## config.mk

```make
export PLATFORM = sky130hd
export DESIGN_NAME = signed_display_driver
export DESIGN_NICKNAME = d
export VERILOG_FILES = /design/src/rtl/signed_display_driver.sv
export SDC_FILE = /design/constraint.sdc
export NUM_CORES = 1
export LEC_CHECK = 0
export CAP_MARGIN = 10
export CORE_ASPECT_RATIO = 0.6
export CORE_MARGIN = 4
export CORE_UTILIZATION = 45
export DETAILED_ROUTE_END_ITERATION = 6
export MAX_ROUTING_LAYER = met4
export PLACE_DENSITY = 0.64
export REMOVE_ABC_BUFFERS = 1
export SYNTH_ARGS = -nofsm -noshare
export SYNTH_HDL_FRONTEND = slang
export SYNTH_SLANG_ARGS = --single-unit
```

## constraint.sdc

```tcl
create_clock -name clk -period 2.85 [get_ports clk]
set_clock_uncertainty 0.15 [all_clocks]
set_input_delay 0.285 -clock clk [delete_from_list [all_inputs] [get_ports clk]]
set_output_delay 0.285 -clock clk [all_outputs]
set_load 0.05 [all_outputs]
```

## src/rtl/signed_display_driver.sv

```systemverilog
// signed_display_driver: binary (signed/unsigned) to DIGITS active-low
// seven-segment codes via a sequential double-dabble conversion.
// Optional build macro: LEADING_ZERO_BLANK_EN (blank leading zeros and place
// the minus sign just above the most significant digit).
module signed_display_driver #(
  parameter int DIGITS = 6,
  parameter int WIDTH  = 16
) (
  input  logic                  clk,
  input  logic                  rst,
  input  logic                  start,
  input  logic                  signed_en,
  input  logic [WIDTH-1:0]      value,
  output logic                  busy,
  output logic                  done,
  output logic                  overflow,
  output logic [7*DIGITS-1:0]   seg
);

  localparam int CW = $clog2(WIDTH + 1);
  localparam logic [6:0] SEG_MINUS = 7'h3F;
  localparam logic [6:0] SEG_BLANK = 7'h7F;

  typedef enum logic [1:0] {IDLE, SHIFT, LOAD} state_e;

  state_e                  state_q, state_d;
  logic                    sign_q, sign_d;
  logic [WIDTH-1:0]        mag_q, mag_d;
  logic [4*DIGITS-1:0]     bcd_q, bcd_d, bcd_adj;
  logic                    carry_q, carry_d;
  logic [CW-1:0]           cnt_q, cnt_d;
  logic [7*DIGITS-1:0]     seg_q, seg_d, seg_calc;
  logic                    ovf_q, ovf_d, ovf_calc;
  logic                    done_q, done_d;
  logic [7:0]              ndig;

  function automatic logic [6:0] seg7(input logic [3:0] d);
    case (d)
      4'd0: seg7 = 7'h40;
      4'd1: seg7 = 7'h79;
      4'd2: seg7 = 7'h24;
      4'd3: seg7 = 7'h30;
      4'd4: seg7 = 7'h19;
      4'd5: seg7 = 7'h12;
      4'd6: seg7 = 7'h02;
      4'd7: seg7 = 7'h78;
      4'd8: seg7 = 7'h00;
      4'd9: seg7 = 7'h18;
      default: seg7 = SEG_BLANK;
    endcase
  endfunction

  // Double-dabble correction: add 3 to each nibble >= 5 before shifting
  always_comb begin
    bcd_adj = '0;
    for (int i = 0; i < DIGITS; i++) begin
      bcd_adj[4*i +: 4] = (bcd_q[4*i +: 4] >= 4'd5) ? bcd_q[4*i +: 4] + 4'd3
                                                     : bcd_q[4*i +: 4];
    end
  end

  // Final result: digit count, overflow decision and segment encoding
  always_comb begin
    ndig = 8'd1;
    for (int i = 0; i < DIGITS; i++) begin
      if (bcd_q[4*i +: 4] != 4'd0) ndig = 8'(i + 1);
    end
    ovf_calc = carry_q | (sign_q & (ndig > 8'(DIGITS - 1)));
    seg_calc = '1;
    for (int i = 0; i < DIGITS; i++) begin
      if (ovf_calc) begin
        seg_calc[7*i +: 7] = SEG_MINUS;
      end else begin
`ifdef LEADING_ZERO_BLANK_EN
        if (8'(i) < ndig)                  seg_calc[7*i +: 7] = seg7(bcd_q[4*i +: 4]);
        else if (sign_q && 8'(i) == ndig)  seg_calc[7*i +: 7] = SEG_MINUS;
        else                               seg_calc[7*i +: 7] = SEG_BLANK;
`else
        if (sign_q && i == DIGITS - 1)     seg_calc[7*i +: 7] = SEG_MINUS;
        else                               seg_calc[7*i +: 7] = seg7(bcd_q[4*i +: 4]);
`endif
      end
    end
  end

  // FSM next-state and datapath updates
  always_comb begin
    state_d = state_q;
    sign_d  = sign_q;
    mag_d   = mag_q;
    bcd_d   = bcd_q;
    carry_d = carry_q;
    cnt_d   = cnt_q;
    seg_d   = seg_q;
    ovf_d   = ovf_q;
    done_d  = 1'b0;
    case (state_q)
      IDLE: begin
        if (start) begin
          sign_d  = value[WIDTH-1] & signed_en;
          mag_d   = sign_d ? (~value + 1'b1) : value;
          bcd_d   = '0;
          carry_d = 1'b0;
          cnt_d   = CW'(WIDTH);
          state_d = SHIFT;
        end
      end
      SHIFT: begin
        {bcd_d, mag_d} = {bcd_adj[4*DIGITS-2:0], mag_q, 1'b0};
        carry_d = carry_q | bcd_adj[4*DIGITS-1];
        cnt_d   = cnt_q - CW'(1);
        if (cnt_q == CW'(1)) state_d = LOAD;
      end
      LOAD: begin
        seg_d   = seg_calc;
        ovf_d   = ovf_calc;
        done_d  = 1'b1;
        state_d = IDLE;
      end
      default: state_d = IDLE;
    endcase
  end

  // State registers with synchronous reset; reset blanks the display
  always_ff @(posedge clk) begin
    if (rst) begin
      state_q <= IDLE;
      sign_q  <= 1'b0;
      mag_q   <= '0;
      bcd_q   <= '0;
      carry_q <= 1'b0;
      cnt_q   <= '0;
      seg_q   <= '1;
      ovf_q   <= 1'b0;
      done_q  <= 1'b0;
    end else begin
      state_q <= state_d;
      sign_q  <= sign_d;
      mag_q   <= mag_d;
      bcd_q   <= bcd_d;
      carry_q <= carry_d;
      cnt_q   <= cnt_d;
      seg_q   <= seg_d;
      ovf_q   <= ovf_d;
      done_q  <= done_d;
    end
  end

  assign busy     = (state_q != IDLE);
  assign done     = done_q;
  assign overflow = ovf_q;
  assign seg      = seg_q;

endmodule

```

==> run metrics, run 1 <==
Worst Setup End Kind register; status complete, no violations; post-synthesis async set-or-reset flop share 0%; Power Density 543 nW/um2; Reg area 2700 um2; Peak VDD IR 326 uV; Hold WS 0.0768 ns; post-CTS sizing 0; Post-Syn Instances 810; Nets 946; DRT iter0 DRCs 464; area delta synth->final 22.5%; final std cells w/o fill 1,090; Logic pwr share 8.9%; worst setup margin 0.215 ns; compound-gate portion of the synthesized area 21.6%; io pins 65; Crit Path Class reg -> reg; Cell variety after synth 73; Arrival @ worst endpoint 2.75 ns; initial antenna violation count 0; Slew headroom 41.8%; layout cells sized above 1 11.7%; Crit-path slowest cell or3b_4; DIE AREA 17,500 um2; IO Port Bufs 64; gr busiest metal met1; leakage power 3.64 nW; Hold Crit Class in -> reg; TritonCTS Buffers 17; Post-CTS Setup Inserts 0; ant diodes 0; DR WL/cell 16.1 um; internal power 3.47 mW; Final Util 57.3%; router iterations before antenna repair 5; MaxCap Viol Count 0; largest family of logic cells by synthesized area compound AO/OA/AOI/OAI gates; placed cell count 1,060; Setup Slack @ Placement 0.0612 ns; top cells by area, synth dfxtp_1, ha_1, nand2_1; Switch Pwr 1.12 mW; critical path's top delay family compound AO/OA/AOI/OAI gates; CTS max path bufs 2; synthesized-area fraction occupied by adder cells 8.15%; Post-synth EDFFs 0; # clock sinks 135; vias in the first global route 5,766; XOR/XNOR Fraction of Synth Area 2.41%; Highest Clock Rate 379 MHz; overall routed net length 17,500 um; core area 14,800 um2; ratio of final minimum period to clock period 92.5%; Simple-Gate Fraction of Synth Area 20.0%; Max Slew Vio Count 0; cts-stage hold buffer count 0; RSZ-0062 raised after global routing no; syn_area_per_cell 8.53 um2; clock share of power 48.3%; crit path time final 2.64 ns; area share of the largest cell type after synthesis 39.1%; ys flop type dfxtp_1; Seq pwr share 42.8%; CTS tree built; flops & latches, synth 135; root buf cell clkbuf_16; # fillers 1,298; die width 168 um; Crit Path Max Fanout 14; Final setup viols 0; WP buf/inv 1; Post-DP HPWL 12,900 um; Post-Syn Area 6910 um2; die height 104 um; worst-path cell chain or3b_4 -> a2111o_1 -> o211ai_1 -> inv_1 -> ha_1 -> mux2i_1 -> a22oi_1; post-route ant nets 0; DRC 0; Vias/cell 5.54; Slew @ Worst Pin 0.851 ns; synth warn 0; Vias 6,034; met1 GRT Util 30.6%; CP max stage delay 0.54 ns; clock latency on the worst-skew pair 0.42 ns; global-route wire length before repair 29,600 um; Starting Density 46.8%; Post-synth top cells dfxtp_1, nand2_1, inv_1; Synth area leader dfxtp_1; area of the multi-input gates 3760 um2; Hold Vio Cnt, Final 0; sequential element share of the synthesized area 39.1%; Total Routing Usage GR 20.9%; crit start category register; CTS HTree Levels 4; switching share of total power 24.4%; most numerous cell in the Yosys netlist dfxtp_1; M3 GR Usage 4.25%; row cnt 34; largest net degree at the start of global routing 41; total congestion overflow 0; CTS clk-pin slew, worst paths 0.06 ns; post-synthesis mux area share 2.17%; routability cong. 0.894; met2 usage 29.2%; WP data required 2.96 ns
==> cell type report <==
type                            count  share of cell area (%)
Clock inverter                      9                    1.37
Timing Repair Buffer              102                    11.0
Clock buffer                       21                    5.68
Tap cell                          198                    2.93
Inverter                           58                    2.57
Multi-Input combinational cell    567                    44.5
Sequential cell                   135                    31.9
==> per-stage QoR <==
step | area [um2] | setup TNS, ns | total power [mW]
4_1_cts | 8460 | 0 | 4.63
3_3_place_gp | 7870 | 0 | 2.40
6_report | 8460 | 0 | 4.60
2_1_floorplan | 6680 | -8.19 | 2.23
5_1_grt | 8460 | 0 | 4.76
3_5_place_dp | 7870 | 0 | 2.41
==> cells in the final DEF, fill, tap and decap left out, types with 7 or more instances in the layout <==
cell type / n
nor2_1: 42
a211oi_1: 7
xnor2_1: 10
a31oi_1: 9
o221ai_1: 8
dfxtp_1: 135
ha_1: 45
xor2_1: 9
clkdlybuf4s50_1: 63
and2_1: 10
nand2b_1: 15
nand3_1: 46
a2111oi_0: 9
or2_2: 7
inv_1: 55
a21oi_1: 49
o21ai_0: 32
o22ai_1: 9
buf_4: 37
a22oi_1: 8
mux2i_1: 15
nand2_1: 106
a311oi_1: 10
clkbuf_16: 17
nor3_1: 26
==> kinds of logic after synthesis <==
group,count (synthesis)
xor gates and xnor gates,19
buffers and inverters,108
AOI/OAI and AO/OA,202
adders and majority gates,45
muxes,15
and+or+nand+nor,286
DFF,135
==> power groups by stage <==
stage / clock network (mW) / logic [mW] / registers [mW]
floorplan: 0 / 0.190 / 2.04
global placement: 0 / 0.397 / 2.01
detailed placement: 0 / 0.407 / 2.01
CTS: 2.26 / 0.408 / 1.97
global route: 2.34 / 0.448 / 1.97
finish: 2.22 / 0.410 / 1.97
==> per-layer routing <==
layer / wire length [um] / vias to the layer above
met4: 170 / 0
met5: 0 / -
met1: 9160 / 2825
li1: - / 3026
met2: 7190 / 163
met3: 995 / 20
==> path summary, 6_finish.rpt <==
kind | from | endpoint | slack [ns] | cells after the start
max | state_q[0] | register | 0.21 | 7
min | rst | register | 0.08 | 2
max reg2reg | state_q[0] | register | 0.21 | 7
min reg2reg | register | seg[6] | 0.28 | 2
Note: power is estimated with default switching activity, not from simulation.
==> inputs of run 2 (changes only) <==
--- a/config.mk
+++ b/config.mk
@@ -13,6 +13,8 @@
 export MAX_ROUTING_LAYER = met4
 export PLACE_DENSITY = 0.64
 export REMOVE_ABC_BUFFERS = 1
+export SLEW_MARGIN = 25
 export SYNTH_ARGS = -nofsm -noshare
 export SYNTH_HDL_FRONTEND = slang
 export SYNTH_SLANG_ARGS = --single-unit
+export TNS_END_PERCENT = 30
==> results of run 2 <==
Same layout as run 1: the final DEF is identical, and so are final timing and power.
==> inputs of run 3 (changes only) <==
--- a/config.mk
+++ b/config.mk
@@ -7,7 +7,6 @@
 export LEC_CHECK = 0
 export CAP_MARGIN = 10
 export CORE_ASPECT_RATIO = 0.6
-export CORE_MARGIN = 4
 export CORE_UTILIZATION = 45
 export DETAILED_ROUTE_END_ITERATION = 6
 export MAX_ROUTING_LAYER = met4
==> run 3 against run 2 <==
- cell count shrank 0.64%
- design area shrank 0.47%
- non-clock buffer count shrank 9
- sequential share of layout area grew 0.15 points
- count of clock-buffer cells in the layout is the same
- global-route usage grew 2.9 points
- sequential power is essentially flat
- via count grew 0.66%
- first-iteration DRC count grew 1.7%
- utilization shrank 0.11 points
- critical path type unchanged
==> run metrics, run 3 (synthesized netlist as in run 1, its figures left out) <==
initial antenna violation count 0 (unchanged); die height 98.0 um (was 104 um); DIE AREA 15,900 um2 (was 17,500 um2); Nets 937 (was 946); overall power 4.56 mW (was 4.60 mW); status complete, no violations (unchanged); Vias 6,074 (was 6,034); vias in the first global route 5,756 (was 5,766); Slew headroom 37.5% (was 41.8%); clock latency on the worst-skew pair 0.42 ns (about the same); Hold Crit Class in -> reg (unchanged); Post-DP HPWL 12,600 um (was 12,900 um); ant diodes 0 (unchanged); CTS tree built (unchanged); Hold Vio Cnt, Final 0 (unchanged); post-route setup TNS 0 ns (unchanged); root buf cell clkbuf_16 (unchanged); Hold Path Stages 3 (was 2); worst-path cell chain inv_1 -> ha_1 -> nor2b_1 -> o21ai_0 -> a32oi_2 -> inv_1 -> ha_1 -> nor3_1 -> a311oi_1 (was or3b_4 -> a2111o_1 -> o211ai_1 -> inv_1 -> ha_1 -> mux2i_1 -> a22oi_1); router iterations before antenna repair 5 (unchanged); cts-stage hold buffer count 0 (unchanged); ratio of final minimum period to clock period 92.4% (was 92.5%); CP max stage delay 0.45 ns (was 0.54 ns); Final setup viols 0 (unchanged); FF-to-FF path depth 9 (was 7); Worst Setup End Kind register (unchanged); RSZ-0062 raised after global routing no (unchanged); Max Slew Vio Count 0 (unchanged); DRC 0 (unchanged); IO Port Bufs 64 (unchanged); Crit Path Max Fanout 6 (was 14); total congestion overflow 0 (unchanged); DR WL/cell 15.9 um (was 16.1 um); Crit Path Class reg -> reg (unchanged); commonest non-fill, non-tap cell in the layout dfxtp_1 (unchanged); die width 162 um (was 168 um); placed inst area 7820 um2 (was 7870 um2); core area 14,700 um2 (was 14,800 um2); Design Area, Final 8420 um2 (was 8460 um2); row cnt 34 (unchanged); Slew @ Worst Pin 0.913 ns (was 0.851 ns); TritonCTS Buffers 17 (unchanged); # fillers 1,345 (was 1,298); Highest Clock Rate 380 MHz (was 379 MHz); Peak VDD IR 290 uV (was 326 uV); Total Routing Usage GR 23.9% (was 20.9%); leakage power 3.63 nW (was 3.64 nW); DRT iter0 DRCs 472 (was 464); crit start category register (unchanged); MaxCap Viol Count 0 (unchanged); most frequent cells in the layout dfxtp_1, nand2_1, clkdlybuf4s50_1 (unchanged); Power Density 541 nW/um2 (was 543 nW/um2); CTS HTree Levels 4 (unchanged); # clock sinks 135 (unchanged); Crit-path slowest cell a32oi_2 (was or3b_4); CTS max path bufs 2 (unchanged); WP data required 2.97 ns (was 2.96 ns); largest net degree at the start of global routing 39 (was 41); layout cells sized above 1 11.0% (was 11.7%); global-route wire length before repair 29,200 um (was 29,600 um); overall routed net length 17,300 um (was 17,500 um); post-route ant nets 0 (unchanged); Arrival @ worst endpoint 2.75 ns (about the same); crit path time final 2.63 ns (was 2.64 ns); routability cong. 0.963 (was 0.894); Starting Density 46.9% (was 46.8%); area delta synth->final 21.9% (was 22.5%); io pins 65 (unchanged); Vias/cell 5.61 (was 5.54); CTS clk-pin slew, worst paths 0.06 ns (about the same)
## run 3: changes by cell type in the layout (fill, tap and decap cells not counted), moves of 2 or more
cell / delta
buf_12: +2
buf_4: -11
clkinv_2: +4
clkinv_4: +3
clkinvlp_4: -3
inv_6: -2
## run 3: repair_timing
action                                  in CTS  in global routing
setup buffers                                0                  0
endpoints found under the setup margin       0                  4
resized for setup                            0                  2
## run 3: final cells by class
cell class | instances | area [um2] | share of cell area, %
Clock buffer | 21 | 470 | 5.59
Multi-Input combinational cell | 567 | 3770 | 44.8
Inverter | 58 | 218 | 2.58
Clock inverter | 11 | 123 | 1.46
Tap cell | 198 | 248 | 2.94
Sequential cell | 135 | 2700 | 32.1
Timing Repair Buffer | 93 | 891 | 10.6
## run 3: layer usage
layer,part of all wire (%),track usage (%),wire length [um]
met5,0,-,0
met2,43,34.9,7340
met4,1.2,7.26,203
met3,5.8,4.29,999
met1,51,33.2,8720
## run 3: metrics by stage
step	setup WS (ns)	hold WS (ns)	std cells	utilization (%)
final	0.217	0.276	1083	57.2
after global routing	0.0251	0.282	1083	57.2
after global placement	0.0853	0.271	1051	53.1
after floorplan	-0.228	0.204	760	-
after CTS	0.155	0.262	1083	57.2
after detailed placement	-0.0280	0.277	1051	53.1
## run 3: power breakdown
part           leakage (nW)  switching (mW)  internal (mW)  total [mW]
sequential             1.09          0.0315           1.93        1.97
combinational          2.24           0.247          0.155       0.401
clock                 0.293           0.836           1.36        2.19
total                  3.63            1.11           3.45        4.56
## run 3: worst max-delay path, delay by kind of cell, from the launching register on
family                     cells  cell delay (ns)
AOI/OAI and AO/OA              3             0.76
and+or+nand+nor                2             0.54
adders and majority gates      2             0.43
DFF                            1             0.36
buffers and inverters          2             0.25
## run 3: worst paths after layout
kind | startpoint | to | slack (ns)
setup reg to reg | bcd_q[4] | register | 0.22
hold / removal | rst | cnt_q[3] | 0.28
hold reg to reg | register | seg[13] | 0.29
setup / recovery | bcd_q[4] | register | 0.22
